<file path="config.mk">
export PLATFORM = sky130hd
export DESIGN_NAME = ds2_c64_joy_flat
export DESIGN_NICKNAME = d
export VERILOG_FILES = /design/src/rtl/ds2_c64_pkg.sv /design/src/rtl/ds2_c64_joy_if.sv /design/src/rtl/ds2_axis_hyst.sv /design/src/rtl/ds2_c64_joy.sv /design/src/flat_wrapper.sv
export SDC_FILE = /design/constraint.sdc
export NUM_CORES = 1
export LEC_CHECK = 0
export CELL_PAD_IN_SITES_DETAIL_PLACEMENT = 1
export CELL_PAD_IN_SITES_GLOBAL_PLACEMENT = 1
export CORE_ASPECT_RATIO = 2
export CORE_MARGIN = 5
export CORE_UTILIZATION = 41
export CTS_CLUSTER_SIZE = 16
export DETAILED_ROUTE_END_ITERATION = 16
export PLACE_DENSITY = 0.76
export SLEW_MARGIN = 20
export SYNTH_ARGS = -nofsm -noshare
export SYNTH_HDL_FRONTEND = slang
export SYNTH_HIERARCHICAL = 1
export SYNTH_SLANG_ARGS = --single-unit
export TNS_END_PERCENT = 10
</file>
<file path="constraint.sdc">
create_clock -name clk -period 2.6 [get_ports clk]
set_input_delay 0.26 -clock clk [delete_from_list [all_inputs] [get_ports clk]]
set_output_delay 0.26 -clock clk [all_outputs]
set_load 0.02 [all_outputs]
</file>
<file path="src/rtl/ds2_c64_pkg.sv">
// ds2_c64_pkg: shared constants and types for the DualShock 2 to C64 joystick bridge.
//   Key bit indices, joy_n bit positions, stick centre/idle codes and the
//   packed controller-state payload carried through the resynchroniser.
package ds2_c64_pkg;

   localparam int unsigned KEY_W   = 16;
   localparam int unsigned STICK_W = 8;
   localparam int unsigned JOY_W   = 5;

   // keys_in bit order
   localparam int unsigned KEY_SELECT   = 0;
   localparam int unsigned KEY_RSTICK   = 1;
   localparam int unsigned KEY_LSTICK   = 2;
   localparam int unsigned KEY_START    = 3;
   localparam int unsigned KEY_UP       = 4;
   localparam int unsigned KEY_RIGHT    = 5;
   localparam int unsigned KEY_DOWN     = 6;
   localparam int unsigned KEY_LEFT     = 7;
   localparam int unsigned KEY_L2       = 8;
   localparam int unsigned KEY_R2       = 9;
   localparam int unsigned KEY_L1       = 10;
   localparam int unsigned KEY_R1       = 11;
   localparam int unsigned KEY_TRIANGLE = 12;
   localparam int unsigned KEY_CIRCLE   = 13;
   localparam int unsigned KEY_CROSS    = 14;
   localparam int unsigned KEY_SQUARE   = 15;

   // joy_n bit positions (active-low on the port)
   localparam int unsigned JOY_UP    = 0;
   localparam int unsigned JOY_DOWN  = 1;
   localparam int unsigned JOY_LEFT  = 2;
   localparam int unsigned JOY_RIGHT = 3;
   localparam int unsigned JOY_FIRE  = 4;

   localparam logic [STICK_W-1:0] STICK_CENTRE = 8'd128;
   localparam logic [STICK_W-1:0] STICK_IDLE   = 8'h00;

   // Complete controller snapshot (48 bits)
   typedef struct packed {
      logic [KEY_W-1:0]   keys;
      logic [STICK_W-1:0] lx;
      logic [STICK_W-1:0] ly;
      logic [STICK_W-1:0] rx;
      logic [STICK_W-1:0] ry;
   } ds2_state_t;

   // Released keys, centred sticks
   localparam ds2_state_t DS2_REST = '{
      keys: '0,
      lx:   STICK_CENTRE,
      ly:   STICK_CENTRE,
      rx:   STICK_CENTRE,
      ry:   STICK_CENTRE
   };

   // All four sticks at the idle code means no controller is answering
   function automatic logic sticks_idle(input ds2_state_t s);
      return (s.lx == STICK_IDLE) && (s.ly == STICK_IDLE) &&
             (s.rx == STICK_IDLE) && (s.ry == STICK_IDLE);
   endfunction

endpackage

</file>
<file path="src/rtl/ds2_c64_joy_if.sv">
// ds2_c64_joy_if: controller-state inputs and C64 control-port outputs.
//   keys_in, stick_lx/ly/rx/ry : decoded controller state (controller side drives)
//   joy_n, fire2_n, pot_x/pot_y, ctrl_present : control-port signals (bridge drives)
//   modport master : controller side / consumer of port signals
//   modport slave  : the bridge
interface ds2_c64_joy_if;
   import ds2_c64_pkg::*;

   logic [KEY_W-1:0]   keys_in;
   logic [STICK_W-1:0] stick_lx;
   logic [STICK_W-1:0] stick_ly;
   logic [STICK_W-1:0] stick_rx;
   logic [STICK_W-1:0] stick_ry;

   logic [JOY_W-1:0]   joy_n;
   logic               fire2_n;
   logic [STICK_W-1:0] pot_x;
   logic [STICK_W-1:0] pot_y;
   logic               ctrl_present;

   modport master (
      output keys_in, stick_lx, stick_ly, stick_rx, stick_ry,
      input  joy_n, fire2_n, pot_x, pot_y, ctrl_present
   );

   modport slave (
      input  keys_in, stick_lx, stick_ly, stick_rx, stick_ry,
      output joy_n, fire2_n, pot_x, pot_y, ctrl_present
   );

endinterface

</file>
<file path="src/rtl/ds2_axis_hyst.sv">
// ds2_axis_hyst: one analog axis to neg/pos digital directions with hysteresis.
//   clk, rst        : system clock, synchronous active-high reset
//   value           : axis position, 0x00 = neg end, 0xFF = pos end
//   enable          : 0 forces both directions (and their held state) clear
//   th_on, th_off   : deflection from centre to assert / below which to release
//   neg_c, pos_c    : current direction decisions (combinational from value)
module ds2_axis_hyst
   import ds2_c64_pkg::*;
(
   input  logic               clk,
   input  logic               rst,
   input  logic [STICK_W-1:0] value,
   input  logic               enable,
   input  logic [STICK_W-1:0] th_on,
   input  logic [STICK_W-1:0] th_off,
   output logic               neg_c,
   output logic               pos_c
);

   localparam int unsigned CW = STICK_W + 1;

   logic          neg_q;
   logic          pos_q;
   logic [CW-1:0] v9;
   logic [CW-1:0] centre9;
   logic [CW-1:0] neg_on_lim;
   logic [CW-1:0] neg_off_lim;
   logic [CW-1:0] pos_on_lim;
   logic [CW-1:0] pos_off_lim;

   // Limits in 9 bits so centre +/- threshold never wraps
   always_comb begin
      v9          = {1'b0, value};
      centre9     = {1'b0, STICK_CENTRE};
      neg_on_lim  = centre9 - {1'b0, th_on};
      neg_off_lim = centre9 - {1'b0, th_off};
      pos_on_lim  = centre9 + {1'b0, th_on};
      pos_off_lim = centre9 + {1'b0, th_off};
   end

   // Assert beyond the on-limit; once asserted, hold until inside the off-limit
   always_comb begin
      neg_c = enable & ((v9 <= neg_on_lim) | (neg_q & (v9 <= neg_off_lim)));
      pos_c = enable & ((v9 >= pos_on_lim) | (pos_q & (v9 >= pos_off_lim)));
   end

   // Held direction state
   always_ff @(posedge clk) begin
      if (rst) begin
         neg_q <= 1'b0;
         pos_q <= 1'b0;
      end else begin
         neg_q <= neg_c;
         pos_q <= pos_c;
      end
   end

endmodule

</file>
<file path="src/rtl/ds2_c64_joy.sv">
// ds2_c64_joy: DualShock 2 controller state to C64 control-port signals.
//   clk, rst       : system clock, synchronous active-high reset
//   vsync          : frame sync, asynchronous, rising edge paces autofire and paddles
//   cfg_use_stick  : map left stick onto directions
//   cfg_autofire   : autofire on square (only with DS2_AUTOFIRE_EN)
//   bus (slave)    : keys_in/stick_* in; joy_n, fire2_n, pot_x, pot_y, ctrl_present out
// Build option: define DS2_AUTOFIRE_EN to include the vsync-paced autofire on square;
// otherwise square is a plain fire button and cfg_autofire/AF_PERIOD are ignored.
module ds2_c64_joy
   import ds2_c64_pkg::*;
#(
   parameter int unsigned STABLE_CYCLES = 1024,  // >= 2
   parameter int unsigned TH_ON         = 64,
   parameter int unsigned TH_OFF        = 40,
   parameter int unsigned AF_PERIOD     = 4
) (
   input  logic            clk,
   input  logic            rst,
   input  logic            vsync,
   input  logic            cfg_use_stick,
   input  logic            cfg_autofire,
   ds2_c64_joy_if.slave    bus
);

   localparam int unsigned CNT_W = (STABLE_CYCLES > 2) ? $clog2(STABLE_CYCLES) : 1;
   localparam logic [CNT_W-1:0] CNT_MAX  = CNT_W'(STABLE_CYCLES - 1);
   localparam logic [CNT_W-1:0] CNT_LOAD = CNT_W'(STABLE_CYCLES - 2);

   ds2_state_t         raw;
   ds2_state_t         sync1;
   ds2_state_t         sync2;
   ds2_state_t         last;
   ds2_state_t         stable;
   logic [CNT_W-1:0]   cnt;

   logic               vs_meta;
   logic               vs_sync;
   logic               vs_prev;
   logic               vs_rise;

   logic               present_c;
   logic [KEY_W-1:0]   keys_eff;
   logic [STICK_W-1:0] lx_eff;
   logic [STICK_W-1:0] ly_eff;
   logic [STICK_W-1:0] rx_eff;
   logic [STICK_W-1:0] ry_eff;

   logic               x_neg;
   logic               x_pos;
   logic               y_neg;
   logic               y_pos;
   logic               fire_c;
   logic [JOY_W-1:0]   joy_c;
   logic               unused_keys;

   assign raw = '{
      keys: bus.keys_in,
      lx:   bus.stick_lx,
      ly:   bus.stick_ly,
      rx:   bus.stick_rx,
      ry:   bus.stick_ry
   };

   // Two-flop resynchronisers; resetting to the rest pattern avoids a spurious filter restart
   always_ff @(posedge clk) begin
      if (rst) begin
         sync1   <= DS2_REST;
         sync2   <= DS2_REST;
         vs_meta <= 1'b0;
         vs_sync <= 1'b0;
         vs_prev <= 1'b0;
      end else begin
         sync1   <= raw;
         sync2   <= sync1;
         vs_meta <= vsync;
         vs_sync <= vs_meta;
         vs_prev <= vs_sync;
      end
   end

   assign vs_rise = vs_sync & ~vs_prev;

   // Stability filter: any changed bit restarts the window; stable loads on the
   // edge where cnt reaches STABLE_CYCLES-1, keeping total latency at STABLE_CYCLES+3
   always_ff @(posedge clk) begin
      if (rst) begin
         last   <= DS2_REST;
         stable <= DS2_REST;
         cnt    <= '0;
      end else if (sync2 != last) begin
         last <= sync2;
         cnt  <= '0;
      end else begin
         if (cnt != CNT_MAX) begin
            cnt <= cnt + CNT_W'(1);
         end
         if (cnt >= CNT_LOAD) begin
            stable <= last;
         end
      end
   end

   // Idle bus: sticks read as centred and keys as released
   always_comb begin
      present_c = ~sticks_idle(stable);
      keys_eff  = present_c ? stable.keys : '0;
      lx_eff    = present_c ? stable.lx : STICK_CENTRE;
      ly_eff    = present_c ? stable.ly : STICK_CENTRE;
      rx_eff    = present_c ? stable.rx : STICK_CENTRE;
      ry_eff    = present_c ? stable.ry : STICK_CENTRE;
   end

   ds2_axis_hyst u_hyst_x (
      .clk    (clk),
      .rst    (rst),
      .value  (lx_eff),
      .enable (cfg_use_stick),
      .th_on  (STICK_W'(TH_ON)),
      .th_off (STICK_W'(TH_OFF)),
      .neg_c  (x_neg),
      .pos_c  (x_pos)
   );

   ds2_axis_hyst u_hyst_y (
      .clk    (clk),
      .rst    (rst),
      .value  (ly_eff),
      .enable (cfg_use_stick),
      .th_on  (STICK_W'(TH_ON)),
      .th_off (STICK_W'(TH_OFF)),
      .neg_c  (y_neg),
      .pos_c  (y_pos)
   );

`ifdef DS2_AUTOFIRE_EN
   logic [7:0] af_cnt;
   logic       af_phase;
   logic       sq_prev;

   // Autofire phase: held in its asserted start state unless square has been held
   // for more than one cycle with autofire on, so a press beats a coincident vsync edge
   always_ff @(posedge clk) begin
      if (rst) begin
         af_cnt   <= '0;
         af_phase <= 1'b1;
         sq_prev  <= 1'b0;
      end else begin
         sq_prev <= keys_eff[KEY_SQUARE];
         if (!keys_eff[KEY_SQUARE] || !sq_prev || !cfg_autofire) begin
            af_cnt   <= '0;
            af_phase <= 1'b1;
         end else if (vs_rise) begin
            if (af_cnt == 8'(AF_PERIOD - 1)) begin
               af_cnt   <= '0;
               af_phase <= ~af_phase;
            end else begin
               af_cnt <= af_cnt + 8'd1;
            end
         end
      end
   end

   assign fire_c = keys_eff[KEY_CROSS] | (keys_eff[KEY_SQUARE] & af_phase);
`else
   logic unused_af;

   assign unused_af = cfg_autofire | (AF_PERIOD == 0);
   assign fire_c    = keys_eff[KEY_CROSS] | keys_eff[KEY_SQUARE];
`endif

   // Key OR stick per direction; opposing pairs cancel
   always_comb begin
      logic up;
      logic down;
      logic left;
      logic right;
      joy_c = '0;
      up    = keys_eff[KEY_UP]    | y_neg;
      down  = keys_eff[KEY_DOWN]  | y_pos;
      left  = keys_eff[KEY_LEFT]  | x_neg;
      right = keys_eff[KEY_RIGHT] | x_pos;
      joy_c[JOY_UP]    = up    & ~down;
      joy_c[JOY_DOWN]  = down  & ~up;
      joy_c[JOY_LEFT]  = left  & ~right;
      joy_c[JOY_RIGHT] = right & ~left;
      joy_c[JOY_FIRE]  = fire_c;
   end

   assign unused_keys = ^{keys_eff[KEY_SELECT], keys_eff[KEY_RSTICK], keys_eff[KEY_LSTICK],
                          keys_eff[KEY_START], keys_eff[KEY_L2], keys_eff[KEY_R2],
                          keys_eff[KEY_L1], keys_eff[KEY_R1], keys_eff[KEY_TRIANGLE]};

   // Output registers; paddles refresh only on a vsync edge
   always_ff @(posedge clk) begin
      if (rst) begin
         bus.joy_n        <= '1;
         bus.fire2_n      <= 1'b1;
         bus.pot_x        <= STICK_CENTRE;
         bus.pot_y        <= STICK_CENTRE;
         bus.ctrl_present <= 1'b0;
      end else begin
         bus.joy_n        <= ~joy_c;
         bus.fire2_n      <= ~keys_eff[KEY_CIRCLE];
         bus.ctrl_present <= present_c;
         if (vs_rise) begin
            bus.pot_x <= rx_eff;
            bus.pot_y <= ry_eff;
         end
      end
   end

endmodule

</file>
<file path="src/flat_wrapper.sv">
// flat-port wrapper written by rule: the top's interface ports become plain ports
module ds2_c64_joy_flat import ds2_c64_pkg::*;
#(
   parameter int unsigned STABLE_CYCLES = 1024,         
   parameter int unsigned TH_ON         = 64,
   parameter int unsigned TH_OFF        = 40,
   parameter int unsigned AF_PERIOD     = 4
)
  (clk, rst, vsync, cfg_use_stick, cfg_autofire, bus_keys_in, bus_stick_lx, bus_stick_ly, bus_stick_rx, bus_stick_ry, bus_joy_n, bus_fire2_n, bus_pot_x, bus_pot_y, bus_ctrl_present);
  ds2_c64_joy_if bus_i ();
  input  logic clk;
  input  logic rst;
  input  logic vsync;
  input  logic cfg_use_stick;
  input  logic cfg_autofire;
  input wire logic [$bits(bus_i.keys_in)-1:0] bus_keys_in;
  input wire logic [$bits(bus_i.stick_lx)-1:0] bus_stick_lx;
  input wire logic [$bits(bus_i.stick_ly)-1:0] bus_stick_ly;
  input wire logic [$bits(bus_i.stick_rx)-1:0] bus_stick_rx;
  input wire logic [$bits(bus_i.stick_ry)-1:0] bus_stick_ry;
  output wire logic [$bits(bus_i.joy_n)-1:0] bus_joy_n;
  output wire logic [$bits(bus_i.fire2_n)-1:0] bus_fire2_n;
  output wire logic [$bits(bus_i.pot_x)-1:0] bus_pot_x;
  output wire logic [$bits(bus_i.pot_y)-1:0] bus_pot_y;
  output wire logic [$bits(bus_i.ctrl_present)-1:0] bus_ctrl_present;
  assign bus_i.keys_in = bus_keys_in;
  assign bus_i.stick_lx = bus_stick_lx;
  assign bus_i.stick_ly = bus_stick_ly;
  assign bus_i.stick_rx = bus_stick_rx;
  assign bus_i.stick_ry = bus_stick_ry;
  assign bus_joy_n = bus_i.joy_n;
  assign bus_fire2_n = bus_i.fire2_n;
  assign bus_pot_x = bus_i.pot_x;
  assign bus_pot_y = bus_i.pot_y;
  assign bus_ctrl_present = bus_i.ctrl_present;
  ds2_c64_joy #(.STABLE_CYCLES(STABLE_CYCLES), .TH_ON(TH_ON), .TH_OFF(TH_OFF), .AF_PERIOD(AF_PERIOD)) u_core (.clk(clk), .rst(rst), .vsync(vsync), .cfg_use_stick(cfg_use_stick), .cfg_autofire(cfg_autofire), .bus(bus_i));
endmodule
</file>
Word-level counts from Yosys, hierarchy flattened
Index checks and enable logic that the tools add are counted.

cells by class
  divide/modulo/power cells = 0
  equality and inequality tests = 2
  shift operators = 0
  reduce and logical (&&, ||, !) cells = 9
  $mul = 0
  $lt $le $gt $ge = 9
  add/subtract/negate cells = 1
  muxes and demuxes = 5
  bitwise logic cells = 31

operator list
  cell                                                        count
  inequality test 48 bit                                      1
  greater-or-equal comparator 8 bit (second input constant)   4
  <= comparator 8 x 7 -> 1 bit (second input constant)        4
  zero test 8 bit                                             4
  2-to-1 mux 8 bit                                            4
  2-to-1 mux 16 bit                                           1
  bitwise AND 1 bit                                           13
  adder 10 x 1 -> 10 bit (second input constant)              1
  greater-or-equal comparator 10 bit (second input constant)  1
  inequality test 10 bit (second input constant)              1
  OR 1 bit                                                    9
  inverter 1 bit                                              8
  inverter 5 bit                                              1
  logical AND 1 bit                                           3
  AND reduction 2 bit                                         1
  OR reduction 2 bit                                          1

word-level totals
  bits in writable memories = 0
  latch bits = 0
  output and inout bits = 23
  logic and storage cells = 90
  input bits = 53
  flip-flop bits (word level) = 232
  memories = 0
  ROM bits = 0

Depth between registers and ports, before layout
Gate-level depths: netlist of run 1.

  word-level depth = 13
  depth in mapped cells = 13
  depth with buffers taken out = 13

Modules after synthesis
Netlist of run 1, hierarchy kept.

modules (own cells, without submodules)
  module                           cells each  area each (um^2)  instances  sequential area each (um^2)
  ds2_c64_joy                      695         7579.8            1          4384.2
  ds2_axis_hyst (u_core.u_hyst_y)  142         1131.1            1          40.0
  ds2_axis_hyst (u_core.u_hyst_x)  148         1114.8            1          40.0

Least setup slack after synthesis of run 1
OpenSTA, ideal clock, no wires.

  kind = flip-flop to flip-flop
  start point = register u_core/stable[24] (netlist bit)
  end point = register u_core.bus.joy_n[1]
  slack = -0.153 ns
  library setup time = 0.127 ns
  arrival time = 2.626 ns
  data required time = 2.473 ns
  buffers on the path = 1
  cell stages (with the launch flop) = 13
  cells stage by stage = dfxtp_1 -> nor4_1 -> nand4_1 -> or2_1 -> clkbuf_1 -> nand2b_1 -> ha_1 -> nand3_1 -> nor3_1 -> a2111oi_4 -> a31oi_1 -> a21oi_1 -> or3b_1

between the ends
  longest elaborated chain between the ends = 13
  elaborated cells between the ends (all ways) = 21

RTL lines
  what                               line                  source
  start: declaration                 ds2_c64_joy.sv:33     ds2_state_t stable;
  start signal: assignment           ds2_c64_joy.sv:98     stable <= last;
  zero test 8 bit *                  ds2_c64_pkg.sv:58     return (s.lx == STICK_IDLE) && (s.ly == STICK_IDLE) &&
  logical AND 1 bit * (2 in series)  ds2_c64_pkg.sv:58
  logical AND 1 bit *                ds2_c64_pkg.sv:59     (s.rx == STICK_IDLE) && (s.ry == STICK_IDLE);
  2-to-1 mux 8 bit *                 ds2_c64_joy.sv:108    ly_eff = present_c ? stable.ly : STICK_CENTRE;
  named net u_core.ly_eff[7]         ds2_c64_joy.sv:44     logic [STICK_W-1:0] ly_eff;
  <= comparator 8 x 7 -> 1 bit       ds2_axis_hyst.sv:43   neg_c = enable & ((v9 <= neg_on_lim) | (neg_q & (v9 <= neg_off_lim)));
  bitwise AND 1 bit                  ds2_axis_hyst.sv:43
  OR 1 bit *                         ds2_axis_hyst.sv:43
  bitwise AND 1 bit *                ds2_axis_hyst.sv:43
  named net u_core.y_neg             ds2_c64_joy.sv:50     logic y_neg;
  OR 1 bit *                         ds2_c64_joy.sv:178    up = keys_eff[KEY_UP] | y_neg;
  inverter 1 bit *                   ds2_c64_joy.sv:183    joy_c[JOY_DOWN] = down & ~up;
  bitwise AND 1 bit *                ds2_c64_joy.sv:183
  inverter 5 bit *                   ds2_c64_joy.sv:202    bus.joy_n <= ~joy_c;
  end signal: assignment             ds2_c64_joy.sv:202
  end: declaration                   ds2_c64_joy_if.sv:28  output joy_n, fire2_n, pot_x, pot_y, ctrl_present

Mark *: on every way through the listed nets, which the timed path passes. The rest lies on a longest branch.
A chain may end at the register's enable or synchronous reset.

Final worst setup path of run 1
  start point = register u_core/stable[24] (netlist bit)
  end point = register u_core.bus.joy_n[3]

between the ends
  elaborated cells between the ends (all ways) = 21

RTL lines
  what                               line                 source
  zero test 8 bit *                  ds2_c64_pkg.sv:58
  logical AND 1 bit * (2 in series)  ds2_c64_pkg.sv:58
  logical AND 1 bit *                ds2_c64_pkg.sv:59
  2-to-1 mux 8 bit *                 ds2_c64_joy.sv:107   lx_eff = present_c ? stable.lx : STICK_CENTRE;
  named net u_core.lx_eff[7]         ds2_c64_joy.sv:43    logic [STICK_W-1:0] lx_eff;
  greater-or-equal comparator 8 bit  ds2_axis_hyst.sv:44  pos_c = enable & ((v9 >= pos_on_lim) | (pos_q & (v9 >= pos_off_lim)));
  bitwise AND 1 bit                  ds2_axis_hyst.sv:44
  OR 1 bit *                         ds2_axis_hyst.sv:44
  bitwise AND 1 bit *                ds2_axis_hyst.sv:44
  named net u_core.x_pos             ds2_c64_joy.sv:49    logic x_pos;
  OR 1 bit *                         ds2_c64_joy.sv:181   right = keys_eff[KEY_RIGHT] | x_pos;
  bitwise AND 1 bit *                ds2_c64_joy.sv:185   joy_c[JOY_RIGHT] = right & ~left;
  inverter 5 bit *                   ds2_c64_joy.sv:202

Marked as above.

==> results of run 1 <==
metrics by stage:
step	power, W	std cells	hold WS [ns]
6_report	0.00708	1488	0.175
5_1_grt	0.00738	1488	0.191
4_1_cts	0.00715	1485	0.157
3_5_place_dp	0.00418	1449	0.397
3_3_place_gp	0.00416	1449	0.392
2_1_floorplan	0.00399	1087	0.358
power by group through the flow:
stage | sequential (W) | clock [W] | combinational, W
finish | 0.00356 | 0.00294 | 0.000578
global route | 0.00357 | 0.00317 | 0.000642
CTS | 0.00356 | 0.00304 | 0.000552
detailed placement | 0.00364 | 0 | 0.000536
global placement | 0.00364 | 0 | 0.000524
floorplan | 0.00363 | 0 | 0.000361
logic make-up after synthesis:
group | share of synthesized area [%]
and+or+nand+nor | 24.2
adders and majority gates | 8.91
muxes | 3.97
other | 0.0764
xor gates and xnor gates | 6.51
buffers and inverters | 3.78
AOI/OAI and AO/OA | 7.09
DFF | 45.4
routing by layer:
metal,share of wire [%],up-vias,wire length (um)
li1,-,3600,-
met4,4.3,0,1020
met2,58,130,13800
met5,0,-,0
met3,2.9,55,684
met1,35,3402,8430
cell type report:
class,count,area [sq um],share of cell area [%]
clock inverters,8,80.1,0.648
repair buffers,125,1180,9.52
well taps,287,359,2.90
clock buffers,28,582,4.71
flip-flops and latches,223,4470,36.1
inverters,45,169,1.37
multi-input cells,772,5530,44.7
cell usage in the layout (no fill, tap or decap), types with 6 or more instances in the layout:
master | Yosys | final
nor4_2 | 3 | 6
clkdlybuf4s50_1 | 0 | 73
conb_1 | 2 | 104
xnor2_1 | 18 | 18
a22o_1 | 13 | 13
nor2_1 | 32 | 31
nand4_1 | 21 | 21
inv_1 | 45 | 45
nor4_1 | 20 | 15
nor3_1 | 13 | 13
nand3_1 | 13 | 12
buf_4 | 2 | 45
or2_2 | 16 | 16
clkbuf_16 | 0 | 21
nand2b_1 | 78 | 76
o21a_1 | 6 | 6
mux2i_1 | 39 | 39
dfxtp_1 | 223 | 220
xor2_1 | 55 | 55
a21oi_1 | 19 | 18
nor2b_1 | 140 | 140
o21ai_0 | 7 | 7
nand2_1 | 31 | 31
ha_1 | 70 | 66
o211ai_1 | 9 | 9
worst paths after layout:
kind | from | end | slack, ns | depth (start not counted)
max reg2reg | u_core/stable[24] | u_core/bus.joy_n[3] | -0.35 | 15
min reg2reg | u_core/sync1[7] | u_core/sync2[7] | 0.41 | 1
max | u_core/stable[24] | u_core/bus.joy_n[3] | -0.35 | 15
min | rst | u_core/vs_prev | 0.18 | 2
state kept, by name (all words and copies together), names as in the netlist, 5 cells and up:
name,cells
u_core/sync1,48
u_core/sync2,48
u_core/bus.pot_y,8
u_core/bus.pot_x,8
u_core/stable,39
u_core/bus.joy_n,5
u_core/cnt,10
u_core/last,48
critical path, delay by kind of cell (launching register included):
family	cells	cell delay, ns
fa+ha+maj	1	0.18
flops	1	0.34
simple gates	9	1.69
compound gates	2	0.24
buf+inv	3	0.37
timing repair:
item	in CTS	in global routing
pin swaps	10	19
hold buffers	0	0
endpoints found under the hold margin	0	0
endpoints found under the setup margin	7	5
resized for setup	20	9
setup buffers	0	3
==> summary.md, run 1 <==
| Metric | Value |
|---|---|
| Status | `finished, violations left` |
| Failing checks | `negative setup slack` |
| Clock Power Share | `41.5%` |
| Peak supply drop | `between 500 and 600 uV` |
| Setup crit start kind | `flop` |
| Post-synth top cells | `223 x dfxtp_1, 140 x nor2b_1, 78 x nand2b_1` |
| P&R area growth vs syn | `25.8%` |
| GR Util All Layers | `~17%` |
| Core ar. | `between 20000 and 25000 sq um` |
| Tmin final | `roughly 3 ns` |
| Fraction of layout cells with a size suffix above 1 | `approximately 11%` |
| Achievable Freq | `about 340 MHz` |
| Number of DRC markers in iteration 0 | `about 280` |
| Number of synthesized flops with an enable pin | `0` |
| Die W | `about 120 um` |
| Initial antenna violation count | `0` |
| Die Height | `~230 um` |
| Final #Nets | `1310` |
| Synth top area cells | `dfxtp_1 45%, ha_1 8.9%, nor2b_1 8.9%` |
| Leak pwr | `5.25 nW` |
| Logic pwr share | `8.2%` |
| Final GP Congestion | `about 0.86` |
| Largest net degree at the start of global routing | `85` |
| Die area | `27300 sq um` |
| Main synth FF type | `dfxtp_1` |
| Slew Limit Fails | `0` |
| Fin crit share | `113%` |
| PortBufs | `74` |
| DRC Markers | `0` |
| Slew @ Worst Pin | `around 0.9 ns` |
| Cell-internal power | `0.00548 W` |
| Post-synth top area cell | `dfxtp_1` |
| Detailed Routing Iterations Pass 1 | `5` |
| Syn_area_per_cell | `9.98 sq um` |
| Global-route wire length before repair | `between 30 and 40 mm` |
| Sw Ratio | `22.6%` |
| Worst-path fanout max | `4` |
| Share of the synthesized area in the top cell type | `between 40% and 50%` |
| CTS tree | `done` |
| Vias in the first global route | `~7.6k` |
| Sw Pwr | `between 0.0015 and 0.002 W` |
| PD cells | `572 nW/um^2` |
| Data required time of the critical path | `around 3.0 ns` |
| N_diodes | `0` |
| Slowest cell on crit path | `or3b_1` |
| Final non-filler cell area | `around 12000 sq um` |
| Clk slew on worst S/H paths | `~0.070 ns` |
| Met2 usage | `roughly 35%` |
| Htree depth | `1` |
| Sequential fraction of the synthesis area | `roughly 45%` |
| Worst skew pair latency | `roughly 0.50 ns` |
| Cells after Synth | `between 900 and 1k` |
| TNS Setup | `-1.28 ns` |
| Cell Area, Synth | `approximately 9800 sq um` |
| Crit Path Class | `flop to flop` |
| Fin util | `between 50% and 60%` |
| Overflow after GRT | `0` |
| WL/cell | `roughly 16 um` |
| Max-slew headroom | `about two fifths` |
| DR vias/cell | `roughly 4.8` |
| Final setup violation count | `4` |
| Clk root buf | `clkbuf_16` |
| Worst Path Arrival | `between 3 and 4 ns` |
| Hold WC Path Type | `input pin to flop` |
| Final Hold Vio Count | `0` |
| CTS Buf Count | `20` |
| Starting Density | `about two fifths` |
| GR Util met3 | `approximately 1.9%` |
| DR vias | `approximately 7.2k` |
| FFs w/ async S/R, synth | `0%` |
| Critical Path Sink Type | `flop` |
| Sequential share of power | `around half` |
| Synth cell types | `between 50 and 60` |
| Fill count | `around 2.7k` |
| CP max stage delay | `around 0.36 ns` |
| Final setup margin | `-0.347 ns` |
| WL final | `~24 mm` |
| Setup Skew | `approximately 0.015 ns` |
| RSZ-0062 raised after global routing | `true` |
| Gr busiest metal | `met2` |
| Yosys warnings | `6` |
| Max Cap Viol | `0` |
| Cell-by-cell trace of the critical path | `nor4_4 > buf_4 > nand4_1 > or2_4 > nand2b_4 > buf_12 > buf_8 > ha_4 > nand4b_1 > nor2_1 > o21a_1 > nor4_4 > nor2_1 > a21oi_1 > or3b_1` |
| Rows | `80` |
| Setup WS pre-CTS | `-0.659 ns` |
| Post-DP HPWL | `between 15 and 20 mm` |
| Placed cell area | `~11000 sq um` |
| IO Pins | `76` |
| Clock tree buffer depth | `3` |
| Clock sinks | `~220` |
| Count leader, synth | `dfxtp_1` |
| Met1 usage | `between 10% and 20%` |
| ANT nets after route | `0` |
| Flops & latches, synth | `between 200 and 250` |
Note: power is estimated with default switching activity, not from simulation.
==> run 2: changes to the inputs <==
--- a/config.mk
+++ b/config.mk
@@ -10,7 +10,7 @@
 export CORE_ASPECT_RATIO = 2
 export CORE_MARGIN = 5
 export CORE_UTILIZATION = 41
-export CTS_CLUSTER_SIZE = 16
+export CTS_CLUSTER_SIZE = 8
 export DETAILED_ROUTE_END_ITERATION = 16
 export PLACE_DENSITY = 0.76
 export SLEW_MARGIN = 20
==> summary.md, run 2 (synthesis gave the netlist of run 1 again) <==
| Metric | Value |
|---|---|
| Hold_ws | `0.158 ns (was 0.175 ns)` |
| Final #Nets | `1319 (was 1310)` |
| Die W | `119 um (unchanged)` |
| CTS tree | `done (unchanged)` |
| Clock sinks | `223 (unchanged)` |
| Htree depth | `1 (unchanged)` |
| Fin crit share | `114% (was 113%)` |
| Hold_buf cts | `0 (unchanged)` |
| Max Cap Viol | `0 (unchanged)` |
| Vias in the first global route | `7747 (was 7582)` |
| Overflow after GRT | `0 (unchanged)` |
| P&R area growth vs syn | `26.7% (was 25.8%)` |
| Tmin final | `2.97 ns (was 2.95 ns)` |
| Post-layout power | `0.00748 W (was 0.00708 W)` |
| Final GP Congestion | `0.860 (unchanged)` |
| Failing checks | `negative setup slack (unchanged)` |
| DR vias/cell | `4.88 (was 4.83)` |
| Fill count | `2644 (was 2661)` |
| Max-slew headroom | `43.0% (was 40.9%)` |
| Worst-path fanout max | `4 (unchanged)` |
| Clock tree buffer depth | `3 (unchanged)` |
| ANT nets after route | `0 (unchanged)` |
| CTS Buf Count | `31 (was 20)` |
| GR Util All Layers | `17.5% (was 17.3%)` |
| Peak supply drop | `595 uV (was 547 uV)` |
| N_diodes | `0 (unchanged)` |
| Number of DRC markers in iteration 0 | `253 (was 284)` |
| Commonest non-fill, non-tap cell in the layout | `dfxtp_1 (unchanged)` |
| Sequential share of power | `47.8% (was 50.3%)` |
| Clk root buf | `clkbuf_16 (unchanged)` |
| Sw Ratio | `21.5% (was 22.6%)` |
| Die area | `27300 sq um (unchanged)` |
| Worst Path Arrival | `3.37 ns (was 3.33 ns)` |
| Post-DP HPWL | `18.2 mm (unchanged)` |
| Setup crit start kind | `flop (unchanged)` |
| PortBufs | `74 (unchanged)` |
| WL/cell | `16.3 um (was 16.1 um)` |
| DR vias | `7226 (was 7187)` |
| Clock Power Share | `44.5% (was 41.5%)` |
| Final Hold Vio Count | `0 (unchanged)` |
| Slew @ Worst Pin | `0.851 ns (was 0.883 ns)` |
| Worst skew pair latency | `0.53 ns (was 0.50 ns)` |
| Logic pwr share | `7.7% (was 8.2%)` |
| Largest regs | `u_core/last x48, u_core/sync1 x48, u_core/sync2 x48 (unchanged)` |
| RSZ-0062 raised after global routing | `true (unchanged)` |
| PD cells | `601 nW/um^2 (was 572 nW/um^2)` |
| Clk slew on worst S/H paths | `0.06 ns (was 0.07 ns)` |
| Hold WC Path Type | `input pin to flop (unchanged)` |
| WL final | `24.1 mm (was 24.0 mm)` |
| Sw Pwr | `0.00161 W (was 0.00160 W)` |
| Status | `finished, violations left (unchanged)` |
| DRC Markers | `0 (unchanged)` |
| Starting Density | `41.4% (unchanged)` |
| Setup WS pre-CTS | `-0.659 ns (unchanged)` |
| Cell-internal power | `0.00587 W (was 0.00548 W)` |
| Core ar. | `23700 sq um (unchanged)` |
| Data required time of the critical path | `3.00 ns (was 2.98 ns)` |
| Setup Skew | `0.0151 ns (was 0.0148 ns)` |
| Leak pwr | `5.30 nW (was 5.25 nW)` |
| Crit Path Class | `flop to flop (unchanged)` |
| Global-route wire length before repair | `38.2 mm (was 37.7 mm)` |
| Achievable Freq | `337 MHz (was 339 MHz)` |
| Final setup violation count | `4 (unchanged)` |
| TNS Setup | `-1.30 ns (was -1.28 ns)` |
| IO Pins | `76 (unchanged)` |
| Slew Limit Fails | `0 (unchanged)` |
| Die Height | `229 um (unchanged)` |
| Most frequent cells in the layout | `221 x dfxtp_1, 140 x nor2b_1, 104 x conb_1 (was 220 x dfxtp_1, 140 x nor2b_1, 104 x conb_1)` |
| Largest net degree at the start of global routing | `85 (unchanged)` |
| Fraction of layout cells with a size suffix above 1 | `10.9% (was 11.2%)` |
| Critical Path Sink Type | `flop (unchanged)` |
| Detailed Routing Iterations Pass 1 | `4 (was 5)` |
| Final setup margin | `-0.370 ns (was -0.347 ns)` |
| Rows | `80 (unchanged)` |
| Initial antenna violation count | `0 (unchanged)` |
[run 2: per-stage QoR]
stage	std cells	instance area (sq um)	utilization, %
floorplan	1087	10200	-
global placement	1449	11500	48.5
detailed placement	1449	11500	48.5
CTS	1481	12400	52.2
global route	1482	12400	52.5
finish	1482	12400	52.5
[run 2: final cells by class]
cell class	instances	area [sq um]	area share, %
clock buffers	32	779	6.26
inverters	45	169	1.36
multi-input cells	772	5530	44.4
flip-flops and latches	223	4470	35.9
well taps	287	359	2.89
repair buffers	123	1150	9.21
[run 2: metal layers]
layer | vias to the layer above | share of wire, % | wire length, um | GRT usage, %
li1 | 3610 | - | - | -
met1 | 3419 | 34 | 8260 | 16.0
met2 | 129 | 58 | 14000 | 36.0
met3 | 68 | 2.5 | 611 | 2.11
met4 | 0 | 5.2 | 1260 | 9.25
met5 | - | 0 | 0 | 0
[run 2: worst paths after layout]
kind,startpoint,to,slack (ns),cells after the start
max,u_core/stable[24],u_core/bus.joy_n[1],-0.37,13
min,rst,u_core/sync2[40],0.16,2
max reg2reg,u_core/stable[24],u_core/bus.joy_n[1],-0.37,13
min reg2reg,u_core/sync1[7],u_core/sync2[7],0.40,1
[run 2: power by group through the flow]
stage	Sequential, W	Combinational [W]	Clock [W]
after global placement	0.00364	0.000524	0
after floorplan	0.00363	0.000361	0
after global routing	0.00358	0.000641	0.00357
final	0.00357	0.000578	0.00333
after CTS	0.00357	0.000552	0.00344
after detailed placement	0.00364	0.000536	0
[run 2: worst max-delay path: stages (launching register included)]
cell and delay (ns):
dfxtp_2 0.33, nor4_4 0.26, buf_4 0.15, nand4_1 0.17, or2_4 0.35, nand2b_4 0.11
buf_6 0.10, ha_4 0.18, nand4_1 0.08, nor2_2 0.06, a2111oi_4 0.37, a31oi_4 0.17
a21oi_2 0.14, or3b_1 0.35
[run 2: what timing repair did]
action / in CTS / in global routing
setup endpoints to repair: 8 / 5
pin swaps: 9 / 17
buffers inserted: 0 / 2
resized for setup: 19 / 8
